[src/rtl/io_timer_pkg.sv]
// io_timer_pkg: register map, control/status bit positions and window decode for io_timer_irq
package io_timer_pkg;
  localparam logic [15:0] DEFAULT_BASE_ADDR = 16'hbff8;
  localparam logic [2:0] OFF_PORT      = 3'd0;
  localparam logic [2:0] OFF_RELOAD_LO = 3'd1;
  localparam logic [2:0] OFF_RELOAD_HI = 3'd2;
  localparam logic [2:0] OFF_CTRL      = 3'd3;
  localparam logic [2:0] OFF_STATUS    = 3'd4;
  localparam logic [2:0] OFF_COUNT_LO  = 3'd5;
  localparam logic [2:0] OFF_COUNT_HI  = 3'd6;
  localparam logic [2:0] OFF_PRESCALE  = 3'd7;
  localparam int CTRL_EN     = 0;
  localparam int CTRL_AUTO   = 1;
  localparam int CTRL_IE     = 2;
  localparam int CTRL_NMISEL = 3;
  localparam int STATUS_EXP  = 0;
  localparam int STATUS_IRQ  = 7;
  function automatic logic in_window(input logic [15:0] addr, input logic [15:0] base);
    return ((addr ^ base) & 16'hfff8) == 16'h0000;
  endfunction
endpackage

[src/rtl/io_timer_irq_if.sv]
// io_timer_irq_if: CPU next-cycle bus view of the timer register window
interface io_timer_irq_if;
  logic [15:0] address_next;
  logic        write_next;
  logic        ready;
  logic [7:0]  data_i;
  logic [7:0]  data_o;
  logic        sel;
  modport master (output address_next, write_next, ready, data_i, input data_o, sel);
  modport slave (input address_next, write_next, ready, data_i, output data_o, sel);
endinterface

[src/rtl/io_prescaler.sv]
// io_prescaler: 8-bit wrap counter producing one tick every divisor+1 enabled clocks
module io_prescaler (
  input  logic       clk,
  input  logic       reset_n,
  input  logic       enable,
  input  logic       clear,
  input  logic [7:0] divisor,
  output logic       tick
);
  logic [7:0] cnt_q, cnt_d;
  assign tick = enable && cnt_q == divisor;
  // advance while enabled, restart on tick or clear
  always_comb begin
    cnt_d = clear ? 8'h00 : tick ? 8'h00 : enable ? cnt_q + 8'd1 : cnt_q;
  end
  // prescale count register
  always_ff @(posedge clk or negedge reset_n) begin
    if (!reset_n) cnt_q <= 8'h00;
    else cnt_q <= cnt_d;
  end
endmodule

[src/rtl/io_timer_irq.sv]
// io_timer_irq: bus-mapped software port plus prescaled 16-bit down-counter driving irq/nmi
module io_timer_irq
  import io_timer_pkg::*;
#(
  parameter logic [15:0] BASE_ADDR = DEFAULT_BASE_ADDR
) (
  input  logic           clk,
  input  logic           reset_n,
  io_timer_irq_if.slave  bus,
  output logic [7:0]     port_out,
  output logic           irq,
  output logic           nmi
);
  logic        hit, wr, rd;
  logic [2:0]  off;
  logic        wr_port, wr_lo, wr_hi, wr_ctrl, wr_status, wr_pre, rd_lo;
  logic        tick, tick_en, expire;
  logic [7:0]  port_q, port_d, rld_lo_q, rld_lo_d, rld_hi_q, rld_hi_d;
  logic [7:0]  pre_q, pre_d, snap_q, snap_d, data_q, data_d, rdata;
  logic [3:0]  ctrl_q, ctrl_d;
  logic [15:0] cnt_q, cnt_d;
  logic        exp_q, exp_d, sel_q, sel_d, irq_q, irq_d, nmi_q, nmi_d;

  assign hit       = in_window(bus.address_next, BASE_ADDR);
  assign off       = bus.address_next[2:0];
  assign wr        = hit && bus.write_next && bus.ready;
  assign rd        = hit && !bus.write_next && bus.ready;
  assign wr_port   = wr && off == OFF_PORT;
  assign wr_lo     = wr && off == OFF_RELOAD_LO;
  assign wr_hi     = wr && off == OFF_RELOAD_HI;
  assign wr_ctrl   = wr && off == OFF_CTRL;
  assign wr_status = wr && off == OFF_STATUS;
  assign wr_pre    = wr && off == OFF_PRESCALE;
  assign rd_lo     = rd && off == OFF_COUNT_LO;

  io_prescaler u_prescaler (
    .clk     (clk),
    .reset_n (reset_n),
    .enable  (ctrl_q[CTRL_EN]),
    .clear   (wr_hi),
    .divisor (pre_q),
    .tick    (tick)
  );

  // a CTRL write that drops EN swallows a coincident tick
  assign tick_en = tick && ctrl_q[CTRL_EN] && !(wr_ctrl && !bus.data_i[CTRL_EN]);
  assign expire  = tick_en && cnt_q == 16'h0000;

  // read data mux over the register window
  always_comb begin
    rdata = 8'h00;
    case (off)
      OFF_PORT:      rdata = port_q;
      OFF_RELOAD_LO: rdata = rld_lo_q;
      OFF_RELOAD_HI: rdata = rld_hi_q;
      OFF_CTRL:      rdata = {4'h0, ctrl_q};
      OFF_STATUS: begin
        rdata[STATUS_EXP] = exp_q;
        rdata[STATUS_IRQ] = irq_q | nmi_q;
      end
      OFF_COUNT_LO:  rdata = cnt_q[7:0];
      OFF_COUNT_HI:  rdata = snap_q;
      OFF_PRESCALE:  rdata = pre_q;
      default:       rdata = 8'h00;
    endcase
  end

  // next state: register writes, counter/expiry, bus read capture, interrupt pins
  always_comb begin
    port_d   = wr_port ? bus.data_i : port_q;
    rld_lo_d = wr_lo ? bus.data_i : rld_lo_q;
    rld_hi_d = wr_hi ? bus.data_i : rld_hi_q;
    pre_d    = wr_pre ? bus.data_i : pre_q;
    ctrl_d   = wr_ctrl ? bus.data_i[3:0] : ctrl_q;
    if (expire && !ctrl_q[CTRL_AUTO]) ctrl_d[CTRL_EN] = 1'b0;
    if (wr_hi) ctrl_d[CTRL_EN] = 1'b1;
    cnt_d    = wr_hi ? {bus.data_i, rld_lo_q}
             : expire ? (ctrl_q[CTRL_AUTO] ? {rld_hi_q, rld_lo_q} : 16'h0000)
             : tick_en ? cnt_q - 16'd1 : cnt_q;
    exp_d    = expire || (exp_q && !(wr_status && bus.data_i[STATUS_EXP]));
    snap_d   = rd_lo ? cnt_q[15:8] : snap_q;
    data_d   = rd ? rdata : data_q;
    sel_d    = bus.ready ? hit : sel_q;
    irq_d    = port_q[0] | (exp_q & ctrl_q[CTRL_IE] & ~ctrl_q[CTRL_NMISEL]);
    nmi_d    = port_q[1] | (exp_q & ctrl_q[CTRL_IE] & ctrl_q[CTRL_NMISEL]);
  end

  // state registers, all cleared by reset
  always_ff @(posedge clk or negedge reset_n) begin
    if (!reset_n) begin
      port_q   <= 8'h00;
      rld_lo_q <= 8'h00;
      rld_hi_q <= 8'h00;
      pre_q    <= 8'h00;
      ctrl_q   <= 4'h0;
      cnt_q    <= 16'h0000;
      exp_q    <= 1'b0;
      snap_q   <= 8'h00;
      data_q   <= 8'h00;
      sel_q    <= 1'b0;
      irq_q    <= 1'b0;
      nmi_q    <= 1'b0;
    end else begin
      port_q   <= port_d;
      rld_lo_q <= rld_lo_d;
      rld_hi_q <= rld_hi_d;
      pre_q    <= pre_d;
      ctrl_q   <= ctrl_d;
      cnt_q    <= cnt_d;
      exp_q    <= exp_d;
      snap_q   <= snap_d;
      data_q   <= data_d;
      sel_q    <= sel_d;
      irq_q    <= irq_d;
      nmi_q    <= nmi_d;
    end
  end

  assign bus.data_o = data_q;
  assign bus.sel    = sel_q;
  assign port_out   = port_q;
  assign irq        = irq_q;
  assign nmi        = nmi_q;
endmodule

[src/flat_wrapper.sv]
// flat-port wrapper written by rule: the top's interface ports become plain ports
module io_timer_irq_flat import io_timer_pkg::*;
#(
  parameter logic [15:0] BASE_ADDR = DEFAULT_BASE_ADDR
)
  (clk, reset_n, port_out, irq, nmi, bus_address_next, bus_write_next, bus_ready, bus_data_i, bus_data_o, bus_sel);
  io_timer_irq_if bus_i ();
  input  logic clk;
  input  logic reset_n;
  output logic [7:0] port_out;
  output logic irq;
  output logic nmi;
  input wire logic [$bits(bus_i.address_next)-1:0] bus_address_next;
  input wire logic [$bits(bus_i.write_next)-1:0] bus_write_next;
  input wire logic [$bits(bus_i.ready)-1:0] bus_ready;
  input wire logic [$bits(bus_i.data_i)-1:0] bus_data_i;
  output wire logic [$bits(bus_i.data_o)-1:0] bus_data_o;
  output wire logic [$bits(bus_i.sel)-1:0] bus_sel;
  assign bus_i.address_next = bus_address_next;
  assign bus_i.write_next = bus_write_next;
  assign bus_i.ready = bus_ready;
  assign bus_i.data_i = bus_data_i;
  assign bus_data_o = bus_i.data_o;
  assign bus_sel = bus_i.sel;
  io_timer_irq #(.BASE_ADDR(BASE_ADDR)) u_core (.clk(clk), .reset_n(reset_n), .bus(bus_i), .port_out(port_out), .irq(irq), .nmi(nmi));
endmodule
[config.mk]
export PLATFORM = sky130hd
export DESIGN_NAME = io_timer_irq_flat
export DESIGN_NICKNAME = d
export VERILOG_FILES = /design/src/rtl/io_timer_pkg.sv /design/src/rtl/io_timer_irq_if.sv /design/src/rtl/io_prescaler.sv /design/src/rtl/io_timer_irq.sv /design/src/flat_wrapper.sv
export SDC_FILE = /design/constraint.sdc
export NUM_CORES = 1
export LEC_CHECK = 0
export ABC_AREA = 1
export CAP_MARGIN = 40
export CORE_MARGIN = 4
export CORE_UTILIZATION = 35
export DETAILED_ROUTE_END_ITERATION = 8
export GPL_TIMING_DRIVEN = 1
export SETUP_SLACK_MARGIN = 0.15
export SLEW_MARGIN = 20
export SYNTH_ARGS = -nofsm -noshare
export SYNTH_HDL_FRONTEND = slang
export SYNTH_SLANG_ARGS = --single-unit
[constraint.sdc]
create_clock -name clk -period 5.1 [get_ports clk]
set_input_delay 1.02 -clock clk [delete_from_list [all_inputs] [get_ports clk]]
set_output_delay 1.02 -clock clk [all_outputs]
set_load 0.02 [all_outputs]
# [Yosys cells after proc, flatten, opt, wreduce, memory -nomap -nowiden]
# Index checks and enable logic that the tools add are counted.
[word_totals] ff_bits=80 wordCells=76
[op_classes] n_addsub=2 n_eq_ne=8 n_mux=13 bitwise=8 reduce_logical=31
[op_table] operator="two-way mux 16 bit" n=4
[op_table] operator="one-hot mux 6 bit (7 select lines)" n=1
[op_table] operator="logical NOT 16 bit" n=2
[op_table] operator="two-way mux 8 bit" n=3
[op_table] operator="logical AND 1 bit" n=19
[op_table] operator="one-hot mux 1 bit (8 select lines)" n=2
[op_table] operator="subtractor 16 x 1 -> 16 bit, second input constant" n=1
[op_table] operator="== test 3 bit, second input constant" n=4
[op_table] operator="inverter 12 bit" n=1
[op_table] operator="nonzero test 3 bit" n=3
[op_table] operator="adder 8 x 1 -> 8 bit, second input constant" n=1
[op_table] operator="== test 8 bit" n=1
[op_table] operator="== test 3 x 2 -> 1 bit, second input constant" n=2
[op_table] operator="logical NOT 1 bit" n=5
[op_table] operator="bitwise AND 1 bit" n=3
[op_table] operator="== test 3 x 1 -> 1 bit, second input constant" n=1
[op_table] operator="logical NOT 3 bit" n=1
[op_table] operator="two-way mux 1 bit" n=3
[op_table] operator="OR 1 bit" n=3
[op_table] operator="logical OR 1 bit" n=1
[op_table] operator="inverter 1 bit" n=1

# [Logic depth before layout (Yosys ltp)]
# Gate-level depths: netlist (run 1).
[depth] word_depth=12 mapped_depth=12 ltp_nobuf=11

# [Modules after synthesis]
# A second synthesis (run 1) with hierarchy kept.
[unflattened] hier_cells=666 hier_area_um2=4763.3
[by_module_without_submodules] module="io_timer_irq" instances=1 cells_per_inst=568 area_per_inst_um2=4154.0
[by_module_without_submodules] module="io_prescaler" instances=1 cells_per_inst=98 area_per_inst_um2=609.3

# [Worst setup path after synthesis (run 1)]
# Ideal clock, no wire load.
[synth_timing] path_kind="input to register" from="input port bus_address_next[0]" to="register u_core.u_prescaler.cnt_q[2]" arrival_ns=2.090 path_slack_ns=2.891 stages=8 path_buffers=2 path_cell_list="clkbuf_2 -> nor3_4 -> nand3_4 -> nand2_1 -> buf_4 -> nand3_1 -> nand2_1 -> nor2_1"
[synth_between] elab_chain_cells=3 word_cells_on_any_way=4
[synth_lines] item="start, declared" line="flat_wrapper.sv:13" text="input wire logic [$bits(bus_i.address_next)-1:0] bus_address_next;"
[synth_lines] item="== test 3 x 2 -> 1 bit *" line="io_timer_irq.sv:30" text="assign wr_hi = wr && off == OFF_RELOAD_HI;"
[synth_lines] item="logical AND 1 bit *" line="io_timer_irq.sv:30"
[synth_lines] item="nonzero test 3 bit (no line) or two-way mux 8 bit (tied branches)"
[synth_lines] item="end signal, assigned" line="io_prescaler.sv:19" text="else cnt_q <= cnt_d;"
[synth_lines] item="end, declared" line="io_prescaler.sv:10" text="logic [7:0] cnt_q, cnt_d;"
# Mark *: on every way between the ends. The rest lies on a longest branch, timed or not.
# A chain may end at the register's enable or synchronous reset.

# [Worst setup path after layout (run 1)]
[layout_timing] from="input port bus_address_next[1]" to="register u_core.u_prescaler.cnt_q[3]"
# Same word-level chain as after synthesis.

==> impl_metrics.env, run 1 <==
export IMPL_drtPass1Iterations=5
export IMPL_netlist_area_leader_share_pct=43.0
export IMPL_track_usage_pct=19.0
export IMPL_diodes=0
export IMPL_slew_headroom_pct=52.8
export IMPL_syn_avg_cell_area_um2=7.26
export IMPL_io_pins=47
export IMPL_crit_path_end_kind="flop"
export IMPL_die_h_um=123
export IMPL_detail_route_antenna_nets=0
export IMPL_clk_pin_slew_worst_paths_ns=0.06
export IMPL_grt_overflow=0
export IMPL_synthTopCellsByArea="dfrtp_1 43%, nand2_1 18%, inv_1 6.3%, o21ai_0 5.2%, nor2_1 4.8%"
export IMPL_avgViaCountPerCell=5.05
export IMPL_grt_max_degree=49
export IMPL_r2r_slack_ns=3.05
export IMPL_hold_start="u_core.bus.data_o[6]$_DFFE_PN0P_"
export IMPL_dieArea_mm2=0.0152
export IMPL_postCtsSetupRepairBufs=0
export IMPL_final_cell_mix="218 x nand2_1, 80 x dfrtp_1, 78 x inv_1, 60 x nor2_1, 48 x o21ai_0"
export IMPL_fin_cells=860
export IMPL_finalHoldViolations=0
export IMPL_root_buffer="clkbuf_16"
export IMPL_drv_slew=0
export IMPL_cts_resized=0
export IMPL_grt_pass1_wl_um=22100
export IMPL_drtIter0Drc=307
export IMPL_port_buffers=46
export IMPL_ys_ff_latch=80
export IMPL_hp_class="flop to flop"
export IMPL_skew_ns=0.00846
export IMPL_drc=0
export IMPL_first_global_vias=4231
export IMPL_reg2reg_from="u_core.cnt_q[0]$_DFFE_PN0P_"
export IMPL_peakVddDrop_v=0.000126
export IMPL_hold_buffers=0
export IMPL_antenna_found_initial=0
export IMPL_vias=4342
export IMPL_min_to="u_core.bus.data_o[6]$_DFFE_PN0P_"
export IMPL_cts_tree="built"
export IMPL_power_density_mw_per_mm2=240
export IMPL_status="complete, no violations"
export IMPL_cp_arrival_ns=3.47
export IMPL_synth_largest_area_cell="dfrtp_1"
export IMPL_die_w_um=123
export IMPL_syn_nets=673
export IMPL_finalSetupViolations=0
export IMPL_cp_max_fo=28
export IMPL_leakage_nw=2.77
export IMPL_maxCapViolCount=0
export IMPL_clk_latency_ns=0.35
export IMPL_hold_path_depth=2
export IMPL_rr_endpoint="u_core.cnt_q[11]$_DFFE_PN0P_"
export IMPL_max_clock_freq_ghz=0.309
export IMPL_worst_slew_pin_slew_ns=0.705
export IMPL_start_util_pct=36.3
export IMPL_nNetsFinal=714
export IMPL_worstSetupPathType="input pin to flop"
export IMPL_core_mm2=0.0128
export IMPL_synth_seq_area_share_pct=43.0
export IMPL_cts_made_buffers=9
export IMPL_numClockSinks=80
export IMPL_wl_per_cell_um=16.0
export IMPL_rows=41
export IMPL_worstPathRequired_ns=5.34
export IMPL_cp_start_kind="input pin"
export IMPL_ctsLongestPathBuffers=2
export IMPL_post_route_period_util_pct=63.5
export IMPL_yosysWarnings=0
export IMPL_dp_cells=844
export IMPL_hpwl_um=10500
export IMPL_syn2layout_area_growth_pct=18.6
export IMPL_netlist_cell_type_count=33
export IMPL_gp_congestion=0.936
export IMPL_fin_crit_ns=3.24
export IMPL_layout_commonest_cell="nand2_1"
export IMPL_utilization_pct=43.1
export IMPL_finalWirelength_um=13800
export IMPL_fillers=1371
export IMPL_syn_inst=642
export IMPL_drive_above_1_share_pct=5.96
export IMPL_rsz0062_at_grt="no"
export IMPL_fin_setup_tns_ns=0
export IMPL_reg2regPathDepth=11
export IMPL_cts_htree_levels=3
export IMPL_syn_area_mm2=0.00466
## where the power goes
group / internal [W] / switching, W / total (W)
sequential: 0.000635 / 0.000000440 / 0.000635
clock: 0.000336 / 0.000281 / 0.000617
combinational: 0.0000281 / 0.0000450 / 0.0000731
## cells in the mapped netlist
library cell / n
nor3_2: 1
clkbuf_2: 1
nor3_1: 6
a211oi_1: 3
clkbuf_1: 4
nor2_1: 60
o21bai_1: 1
nand2_2: 2
ha_1: 3
nand2_4: 2
a21oi_1: 22
xnor2_1: 3
o21ai_1: 7
nor3_4: 2
nand2_1: 218
inv_2: 5
nand3_1: 40
o22ai_1: 5
mux2_2: 2
o21ai_0: 48
inv_4: 1
buf_2: 5
nand4_1: 14
xor2_1: 14
buf_4: 2
nand3_2: 1
nand4_4: 1
nand3_4: 3
inv_1: 78
nor2_2: 1
nor2_8: 2
buf_6: 5
dfrtp_1: 80
## metrics by stage
step	hold slack, ns	worst slack [ns]	total power (W)	instance area [um^2]
after global routing	0.501	1.71	0.00137	5530
after CTS	0.493	1.90	0.00134	5530
final	0.484	1.86	0.00133	5530
after floorplan	0.435	2.89	0.000674	4660
after detailed placement	0.475	1.54	0.000721	5250
after global placement	0.449	1.64	0.000717	5220
## critical path, stage by stage
cell and delay (ns):
clkdlybuf4s50_1 0.71, inv_2 0.12, nor3_4 0.42, nand3_4 0.40, nand2_1 0.43, inv_1 0.13
o21ai_0 0.18, nor2_1 0.07
## metal layers
| layer | share of wire [%] | GRT usage [%] | vias up |
|---|---|---|---|
| met5 | 0 | 0 | - |
| met4 | 2.1 | 5.88 | 0 |
| met3 | 5.4 | 4.39 | 24 |
| met2 | 46 | 29.6 | 116 |
| met1 | 46 | 26.3 | 2088 |
| li1 | - | - | 2114 |
## cell families (layout without fill, tap and decap cells)
| kind of cell | after synthesis | count (layout) | synth area share, % |
|---|---|---|---|
| AOI/OAI and AO/OA | 86 | 86 | 9.58 |
| xor gates and xnor gates | 17 | 17 | 3.19 |
| adders and majority gates | 3 | 3 | 0.805 |
| buffers and inverters | 101 | 147 | 9.32 |
| DFF | 80 | 80 | 43.0 |
| muxes | 2 | 2 | 0.483 |
| and+or+nand+nor | 353 | 353 | 33.7 |
## cell type report
type / instances / area [um^2] / share of cell area [%]
clock buffers: 9 / 225 / 4.08
multi-input cells: 461 / 2220 / 40.3
inverters: 84 / 318 / 5.75
flip-flops and latches: 80 / 2000 / 36.2
repair buffers: 47 / 485 / 8.79
well taps: 172 / 215 / 3.89
clock inverters: 7 / 55.1 / 0.996
## how the worst max path moves through the flow
stage / end / cells past startpoint / from / slack (ns)
floorplan: u_core.u_prescaler.cnt_q[2]$_DFFE_PN0P_ / 8 / bus_address_next[0] / 2.89
global placement: u_core.u_prescaler.cnt_q[3]$_DFFE_PN0P_ / 8 / bus_address_next[1] / 1.64
detailed placement: u_core.u_prescaler.cnt_q[3]$_DFFE_PN0P_ / 8 / bus_address_next[1] / 1.54
CTS: u_core.u_prescaler.cnt_q[3]$_DFFE_PN0P_ / 8 / bus_address_next[1] / 1.90
global route: u_core.u_prescaler.cnt_q[3]$_DFFE_PN0P_ / 8 / bus_address_next[1] / 1.71
finish: u_core.u_prescaler.cnt_q[3]$_DFFE_PN0P_ / 8 / bus_address_next[1] / 1.86
## sequential cells by signal, summed over array words and instances, names as in the netlist
name                      flops
u_core.exp_q                  1
u_core.nmi                    1
u_core.bus.sel                1
u_core.bus.data_o             8
u_core.pre_q                  8
u_core.u_prescaler.cnt_q      8
u_core.ctrl_q                 4
u_core.cnt_q                 16
u_core.snap_q                 8
u_core.port_out               8
u_core.rld_lo_q               8
u_core.rld_hi_q               8
u_core.irq                    1
Note: power is estimated with default switching activity, not from simulation.
==> run 2, diff against run 1 <==
==> constraint.sdc (replaced) <==
create_clock -name clk -period 3.4 [get_ports clk]
set_input_delay 0.68 -clock clk [delete_from_list [all_inputs] [get_ports clk]]
set_output_delay 0.68 -clock clk [all_outputs]
set_load 0.02 [all_outputs]
==> run 2 against run 1 <==
Die area unchanged. Utilization up 0.27 points. Non-clock buffer count up 2. Critical endpoint unchanged.
==> impl_metrics.env, run 2 (synthesized netlist as in run 1, its figures left out) <==
export IMPL_status="complete, no violations"
export IMPL_utilization_pct=43.4
export IMPL_avgViaCountPerCell=5.02
export IMPL_cp_start_kind="input pin"
export IMPL_syn2layout_area_growth_pct=19.3
export IMPL_hold_buffers=0
export IMPL_gp_congestion=0.936
export IMPL_clk_latency_ns=0.35
export IMPL_worstSetupPathType="input pin to flop"
export IMPL_post_route_period_util_pct=76.0
export IMPL_grt_overflow=0
export IMPL_finalHoldViolations=0
export IMPL_cts_htree_levels=3
export IMPL_drive_above_1_share_pct=6.09
export IMPL_die_h_um=123
export IMPL_drc=0
export IMPL_fillers=1356
export IMPL_drv_slew=0
export IMPL_finalWirelength_um=13600
export IMPL_cts_resized=0
export IMPL_rows=41
export IMPL_power_density_mw_per_mm2=372
export IMPL_worst_slew_pin_slew_ns=0.606
export IMPL_wl_per_cell_um=15.8
export IMPL_layout_commonest_cell="nand2_1"
export IMPL_nNetsFinal=716
export IMPL_fin_crit_ns=2.58
export IMPL_cts_made_buffers=9
export IMPL_cp_max_fo=26
export IMPL_numClockSinks=80
export IMPL_io_pins=47
export IMPL_fin_setup_tns_ns=0
export IMPL_start_util_pct=36.3
export IMPL_reg2regPathDepth=11
export IMPL_leakage_nw=2.78
export IMPL_rsz0062_at_grt="no"
export IMPL_skew_ns=0.00925
export IMPL_antenna_found_initial=0
export IMPL_diodes=0
export IMPL_slew_headroom_pct=59.4
export IMPL_grt_max_degree=42
export IMPL_r2r_slack_ns=1.35
export IMPL_clk_pin_slew_worst_paths_ns=0.07
export IMPL_drtIter0Drc=238
export IMPL_hp_class="input pin to async pin"
export IMPL_finalSetupViolations=0
export IMPL_crit_path_end_kind="flop"
export IMPL_first_global_vias=4220
export IMPL_cts_tree="built"
export IMPL_grt_pass1_wl_um=22100
export IMPL_track_usage_pct=19.0
export IMPL_final_cell_mix="218 x nand2_1, 80 x dfrtp_1, 78 x inv_1, 60 x nor2_1, 48 x o21ai_0"
export IMPL_root_buffer="clkbuf_16"
export IMPL_postCtsSetupRepairBufs=0
export IMPL_peakVddDrop_v=0.000221
export IMPL_ctsLongestPathBuffers=2
export IMPL_detail_route_antenna_nets=0
export IMPL_maxCapViolCount=0
export IMPL_die_w_um=123
export IMPL_holdWs_ns=0.316
export IMPL_max_clock_freq_ghz=0.387
export IMPL_largest_reg_flops=16
export IMPL_reg2reg_from="u_core.cnt_q[0]$_DFFE_PN0P_"
export IMPL_cp_arrival_ns=2.85
export IMPL_regMostFlops="u_core.cnt_q"
export IMPL_worstPathRequired_ns=3.67
export IMPL_dieArea_mm2=0.0152
export IMPL_core_mm2=0.0128
export IMPL_drtPass1Iterations=6
export IMPL_vias=4327
export IMPL_port_buffers=46
export IMPL_rr_endpoint="u_core.cnt_q[9]$_DFFE_PN0P_"
export IMPL_hpwl_um=10500
## run 2: changes by cell type in the layout (fill, tap and decap cells not counted)
cell and delta:
buf_16 -1, clkbuf_8 +1, clkinvlp_4 -1, clkbuf_1 +1, clkinv_4 +2, buf_4 +2
clkinv_2 -2, inv_6 -1, bufinv_16 +1, inv_8 -1, buf_12 +1
## run 2: through the flow
step | power, W | area (um^2) | worst slack [ns] | cells
final | 0.00207 | 5560 | 0.817 | 862
after global routing | 0.00214 | 5560 | 0.631 | 862
after floorplan | 0.00101 | 4660 | 1.53 | 642
after detailed placement | 0.00108 | 5250 | 0.468 | 846
after global placement | 0.00107 | 5230 | 0.553 | 845
after CTS | 0.00209 | 5560 | 0.830 | 862
## run 2: routing by layer
metal	vias to the layer above	part of all wire, %	track usage (%)	wire length [um]
met4	0	2.9	7.40	396
met3	27	6.6	4.35	894
met1	2025	45	25.4	6130
met5	-	0	0	0
li1	2119	-	-	-
met2	156	45	29.9	6170
## run 2: where the power goes
| part | switching (W) | internal, W |
|---|---|---|
| combinational | 0.0000662 | 0.0000418 |
| sequential | 0.000000618 | 0.000952 |
| clock | 0.000414 | 0.000596 |
## run 2: worst max path at each step
stage,start,to
after floorplan,bus_address_next[0],u_core.u_prescaler.cnt_q[2]$_DFFE_PN0P_
after global placement,bus_address_next[2],u_core.snap_q[5]$_DFFE_PN0P_
after detailed placement,bus_address_next[2],u_core.u_prescaler.cnt_q[3]$_DFFE_PN0P_
after CTS,bus_address_next[2],u_core.u_prescaler.cnt_q[3]$_DFFE_PN0P_
after global routing,bus_address_next[2],u_core.u_prescaler.cnt_q[3]$_DFFE_PN0P_
final,bus_address_next[2],u_core.u_prescaler.cnt_q[3]$_DFFE_PN0P_
## run 2: cell type report
| cell class | instances | area [um^2] | share of cell area, % |
|---|---|---|---|
| inverter | 84 | 318 | 5.72 |
| clock inverter | 5 | 65.1 | 1.17 |
| sequential | 80 | 2000 | 36.0 |
| tap | 172 | 215 | 3.87 |
| multi-input combinational | 461 | 2220 | 40.0 |
| clock buffer | 11 | 243 | 4.37 |
| timing repair buffer | 49 | 493 | 8.87 |
## run 2: worst max-delay path: stages
cell             delay [ns]
clkdlybuf4s50_1        0.76
nor3_4                 0.11
nand3_4                0.11
buf_4                  0.33
inv_4                  0.16
nor2_1                 0.37
o21ai_0                0.17
nor2_1                 0.14
==> RTL edit 1 (settings of run 2) <==
Set the package constant `OFF_COUNT_HI` to 3'd3 (it was 3'd6).
--- a/src/rtl/io_timer_pkg.sv
+++ b/src/rtl/io_timer_pkg.sv
@@ -7,7 +7,7 @@
   localparam logic [2:0] OFF_CTRL      = 3'd3;
   localparam logic [2:0] OFF_STATUS    = 3'd4;
   localparam logic [2:0] OFF_COUNT_LO  = 3'd5;
-  localparam logic [2:0] OFF_COUNT_HI  = 3'd6;
+  localparam logic [2:0] OFF_COUNT_HI  = 3'd3;
   localparam logic [2:0] OFF_PRESCALE  = 3'd7;
   localparam int CTRL_EN     = 0;
   localparam int CTRL_AUTO   = 1;
Check against the original RTL: not equivalent (a bounded check fails within 4 cycles, from zero or initial values and one cycle with reset_n low).
==> RTL edit 1 against run 2 <==
Power fell by 7.9%. Fmax rose by 3.6%. Synthesized cell count fell by 7.5%. Critical endpoint is now u_core.u_prescaler.cnt_q[0]. Synthesized area fell by 9.6%. Sequential share of layout area fell by 0.77 points. Routed wire length fell by 7.8%. Via count fell by 7.6%. Design area fell by 8.0%. Worst setup slack improved by 89 ps. Sequential cell count fell by 8. Largest cell class unchanged. Sequential power fell by 10%.
==> RTL edit 1: results (changes against run 2) <==
| Metric | Value |
|---|---|
| Clk_skew | `8.09 ps (was 9.25 ps)` |
| Outcome | `finished, final reports clean (unchanged)` |
| Nets@finish | `672 (was 716)` |
| CTS HTree Levels | `3 (unchanged)` |
| Critical path data arrival time | `2700 ps (was 2850 ps)` |
| Number of global-route vias before repair | `3909 (was 4220)` |
| DP HPWL | `9.48 mm (was 10.5 mm)` |
| Seq/Total Area, Yosys | `42.8% (was 43.0%)` |
| Delay-heaviest family, CP | `simple AND/OR/NAND/NOR gates (was buffers and inverters)` |
| Max FO, Critical Path | `21 (was 26)` |
| DR iter-0 viols | `351 (was 238)` |
| Initial antenna violation count | `0 (unchanged)` |
| Mapped Nets | `625 (was 673)` |
| Static leakage power | `2.58 nW (was 2.78 nW)` |
| FILL cells | `1194 (was 1356)` |
| Largest cells by area after synthesis | `dfrtp_1, nand2_1, o21ai_0 (was dfrtp_1, nand2_1, inv_1)` |
| Async SR Flop Fraction | `100% (unchanged)` |
| Post_cts resized | `0 (unchanged)` |
| Worst vdd ir | `0.247 mV (was 0.221 mV)` |
| Max stage delay cell, worst path | `clkdlybuf4s50_1 (unchanged)` |
| GR Layer Usage met2 | `28.9% (was 29.9%)` |
| Clock Pin Slew Worst Setup and Hold Paths | `60 ps` |
| RePlAce Congestion | `0.923 (was 0.936)` |
| GR met3 Demand/Resource | `3.17% (was 4.35%)` |
| Met1 usage | `26.3% (was 25.4%)` |
| Yosys warns | `0 (unchanged)` |
| Slowest stage delay, CP | `510 ps (was 760 ps)` |
| Largest net degree at the start of global routing | `40 (was 42)` |
| Worst-margin pin slew | `699 ps (was 606 ps)` |
| Share of layout cells above drive strength 1 | `5.12% (was 6.09%)` |
| Post-synthesis mux area share | `0% (was 0.483%)` |
| Worst hold path class | `in -> async (unchanged)` |
| Drt via density | `5.07 (was 5.02)` |
| GRT Total Usage | `18.6% (was 19.0%)` |
| Adder-cell share of the synthesized area | `0.891% (was 0.805%)` |
| Distinct cells, synth | `30 (was 33)` |
| Final wirelength | `12.5 mm (was 13.6 mm)` |
| Post-synth top cells | `nand2_1, dfrtp_1, inv_1, nor2_1, o21ai_0 (unchanged)` |
| Global-route wire length before repair | `20.8 mm (was 22.1 mm)` |
| Drt pass-1 iters | `5 (was 6)` |
| Compound-Gate Fraction of Synth Area | `10.9% (was 9.58%)` |
| Post-Synth XOR/XNOR Area | `4.16% (was 3.19%)` |
-- RTL edit 1: cells by family (layout without fill, tap and decap cells) --
logic type / after synthesis / count (layout)
and+or+nand+nor: 324 / 324
buffers and inverters: 90 / 141
AOI/OAI and AO/OA: 85 / 85
DFF: 72 / 72
xor gates and xnor gates: 20 / 20
adders and majority gates: 3 / 3
-- RTL edit 1: metal layers --
metal | part of all wire, % | wire length (µm) | vias up
met4 | 1.3 | 160 | 0
met1 | 47 | 5940 | 1885
met3 | 5.4 | 680 | 10
met5 | 0 | 0 | -
met2 | 46 | 5750 | 125
li1 | - | - | 1976
-- RTL edit 1: through the flow --
step	total power, mW	setup slack [ps]	util (%)	cell area (µm²)	std cells
finish	1.91	907	44.0	5110	788
global route	1.97	721	44.0	5110	788
CTS	1.93	931	44.0	5110	788
detailed placement	0.965	569	41.5	4820	773
global placement	0.961	649	41.3	4800	772
floorplan	0.894	1520	-	4210	594
-- RTL edit 1: power by group --
group          switching [mW]  total [mW]  internal (mW)
registers            0.000530       0.858          0.857
clock network           0.376       0.959          0.582
logic                  0.0529      0.0904         0.0375
total                   0.430        1.91           1.48
-- RTL edit 1: final timing paths --
| kind | start | to | slack (ps) | depth (start not counted) |
|---|---|---|---|---|
| max reg2reg | u_core.cnt_q[8] | u_core.cnt_q[0] | 1130 | 8 |
| max in group asynchronous | reset_n | u_core.bus.data_o[2] | 2510 | 2 |
| max | bus_ready | u_core.u_prescaler.cnt_q[0] | 910 | 10 |
| min reg2reg | u_core.ctrl_q[3] | u_core.irq | 460 | 1 |
| min in group clk | u_core.ctrl_q[3] | u_core.irq | 460 | 1 |
| min | reset_n | u_core.port_out[4] | 320 | 1 |
-- RTL edit 1: cell type report --
type	instances	area share (%)
inverters	75	5.51
clock buffers	10	4.67
repair buffers	51	9.93
well taps	143	3.50
clock inverters	5	1.13
multi-input cells	432	40.0
flip-flops and latches	72	35.2
==> RTL edit 2 (config.mk and constraints of run 2) <==
Without the edit above. Reset style: synchronous (`reset_n`), changed in 2 clocked blocks.
--- a/src/rtl/io_prescaler.sv
+++ b/src/rtl/io_prescaler.sv
@@ -14,7 +14,7 @@
     cnt_d = clear ? 8'h00 : tick ? 8'h00 : enable ? cnt_q + 8'd1 : cnt_q;
   end
   // prescale count register
-  always_ff @(posedge clk or negedge reset_n) begin
+  always_ff @(posedge clk) begin
     if (!reset_n) cnt_q <= 8'h00;
     else cnt_q <= cnt_d;
   end
--- a/src/rtl/io_timer_irq.sv
+++ b/src/rtl/io_timer_irq.sv
@@ -86,7 +86,7 @@
   end
 
   // state registers, all cleared by reset
-  always_ff @(posedge clk or negedge reset_n) begin
+  always_ff @(posedge clk) begin
     if (!reset_n) begin
       port_q   <= 8'h00;
       rld_lo_q <= 8'h00;
Check against the original RTL: differs if reset_n is asserted again (counterexample within 4 cycles, from zero or initial values and one cycle with reset_n low); with reset_n held inactive, the same outputs for 4 cycles.
==> RTL edit 2 against run 2 <==
Combinational power fell by 12%. Worst setup slack worse by 120 ps. Power fell by 1.6%. Non-clock buffer count fell by 1. Die area down 5.4%. Sequential cell count unchanged. Design area is 5.0% lower. Final cell count rose by 0.81%. Clock skew shrank 2.0 ps. Routed wire length is 4.5% higher. Global-route usage rose by 1.4 points. Synthesized cell count increased by 2.2%. Synthesized area shrank 5.8%. Critical path type unchanged. Critical endpoint is now u_core.cnt_q[0].
==> RTL edit 2: results (changes against run 2) <==
| Metric | Value |
|---|---|
| Outcome | `finished, final reports clean (unchanged)` |
| Share of layout cells above drive strength 1 | `5.00% (was 6.09%)` |
| Worst r2r dst | `u_core.cnt_q[0] (was u_core.cnt_q[9])` |
| Mapped Nets | `687 (was 673)` |
| Largest net degree at the start of global routing | `44 (was 42)` |
| Nets@finish | `726 (was 716)` |
| Largest cells by area after synthesis | `dfxtp_1, nand2_1, nor2_1 (was dfrtp_1, nand2_1, inv_1)` |
| Seq/Total Area, Yosys | `36.5% (was 43.0%)` |
| Synth Flop Type | `dfxtp_1 (was dfrtp_1)` |
| Post-synthesis mux area share | `0% (was 0.483%)` |
| Worst Reg-to-Reg Cells | `10 (was 11)` |
| DR iter-0 viols | `393 (was 238)` |
| Global-route wire length before repair | `23.0 mm (was 22.1 mm)` |
| Async SR Flop Fraction | `0% (was 100%)` |
| Pre-CTS setup slack | `376 ps (was 468 ps)` |
| Worst vdd ir | `0.246 mV (was 0.221 mV)` |
| GRT Total Usage | `20.4% (was 19.0%)` |
| Post-Synth XOR/XNOR Area | `4.39% (was 3.19%)` |
| Compound-Gate Fraction of Synth Area | `17.3% (was 9.58%)` |
| Adder-cell share of the synthesized area | `0.855% (was 0.805%)` |
| Vias | `4456 (was 4327)` |
| Max FO, Critical Path | `19 (was 26)` |
| Slowest stage delay, CP | `520 ps (was 760 ps)` |
| Met1 usage | `26.4% (was 25.4%)` |
| Static leakage power | `2.08 nW (was 2.78 nW)` |
[RTL edit 2: cell count changes after synthesis, moves of 7 or more]
cell	delta
nor2_1	+36
o21ai_0	-32
o21ai_1	-7
o22ai_1	+10
dfxtp_1	+80
a21oi_1	+27
a211oi_1	+30
clkbuf_1	+7
dfrtp_1	-80
nand2_1	-77
inv_1	+15
[RTL edit 2: kinds of logic after synthesis]
| kind of cell | count (synthesis) |
|---|---|
| simple gates | 307 |
| compound gates | 125 |
| buf+inv | 119 |
| flops | 80 |
| xor+xnor | 22 |
| fa+ha+maj | 3 |
[RTL edit 2: through the flow]
stage / std cells / util [%] / power (mW) / instance area [µm²]
5_1_grt: 868 / 43.4 / 2.09 / 5280
4_1_cts: 868 / 43.4 / 2.06 / 5280
3_3_place_gp: 852 / 40.9 / 1.05 / 4970
3_5_place_dp: 852 / 40.9 / 1.05 / 4970
2_1_floorplan: 656 / - / 0.993 / 4390
6_report: 869 / 43.4 / 2.04 / 5280
[RTL edit 2: cell type report]
class | instances | area (µm²) | share of cell area, %
inverters | 99 | 372 | 7.03
diodes | 1 | 2.50 | 0.0474
well taps | 168 | 210 | 3.98
repair buffers | 48 | 475 | 9.00
clock buffers | 9 | 225 | 4.26
flip-flops and latches | 80 | 1600 | 30.3
clock inverters | 7 | 80.1 | 1.52
multi-input cells | 457 | 2320 | 43.8
[RTL edit 2: where the power goes]
group	internal (mW)	switching, mW
logic	0.0361	0.0587
registers	0.937	0.00000602
clock network	0.578	0.429
total	1.55	0.487
[RTL edit 2: worst min-delay path, cell delays in order, from the launching register on]
cell,delay (ps)
dfxtp_1,310
nand2_1,60
a21oi_1,60
[RTL edit 2: worst max-delay path by stage]
| stage | cells past startpoint | from | slack (ps) | to |
|---|---|---|---|---|
| 2_1_floorplan | 10 | bus_address_next[5] | 1520 | u_core.cnt_q[15] |
| 3_3_place_gp | 9 | bus_address_next[0] | 370 | u_core.cnt_q[1] |
| 3_5_place_dp | 9 | bus_address_next[0] | 380 | u_core.cnt_q[0] |
| 4_1_cts | 9 | bus_address_next[0] | 750 | u_core.cnt_q[0] |
| 5_1_grt | 10 | bus_address_next[0] | 520 | u_core.cnt_q[3] |
| 6_report | 9 | bus_address_next[0] | 690 | u_core.cnt_q[0] |
[RTL edit 2: per-layer routing]
metal,up-vias,part of all wire (%),wire [µm]
li1,2211,-,-
met1,2070,44,6230
met2,153,47,6670
met3,22,7.1,1020
met4,0,2.0,284
met5,-,0,0
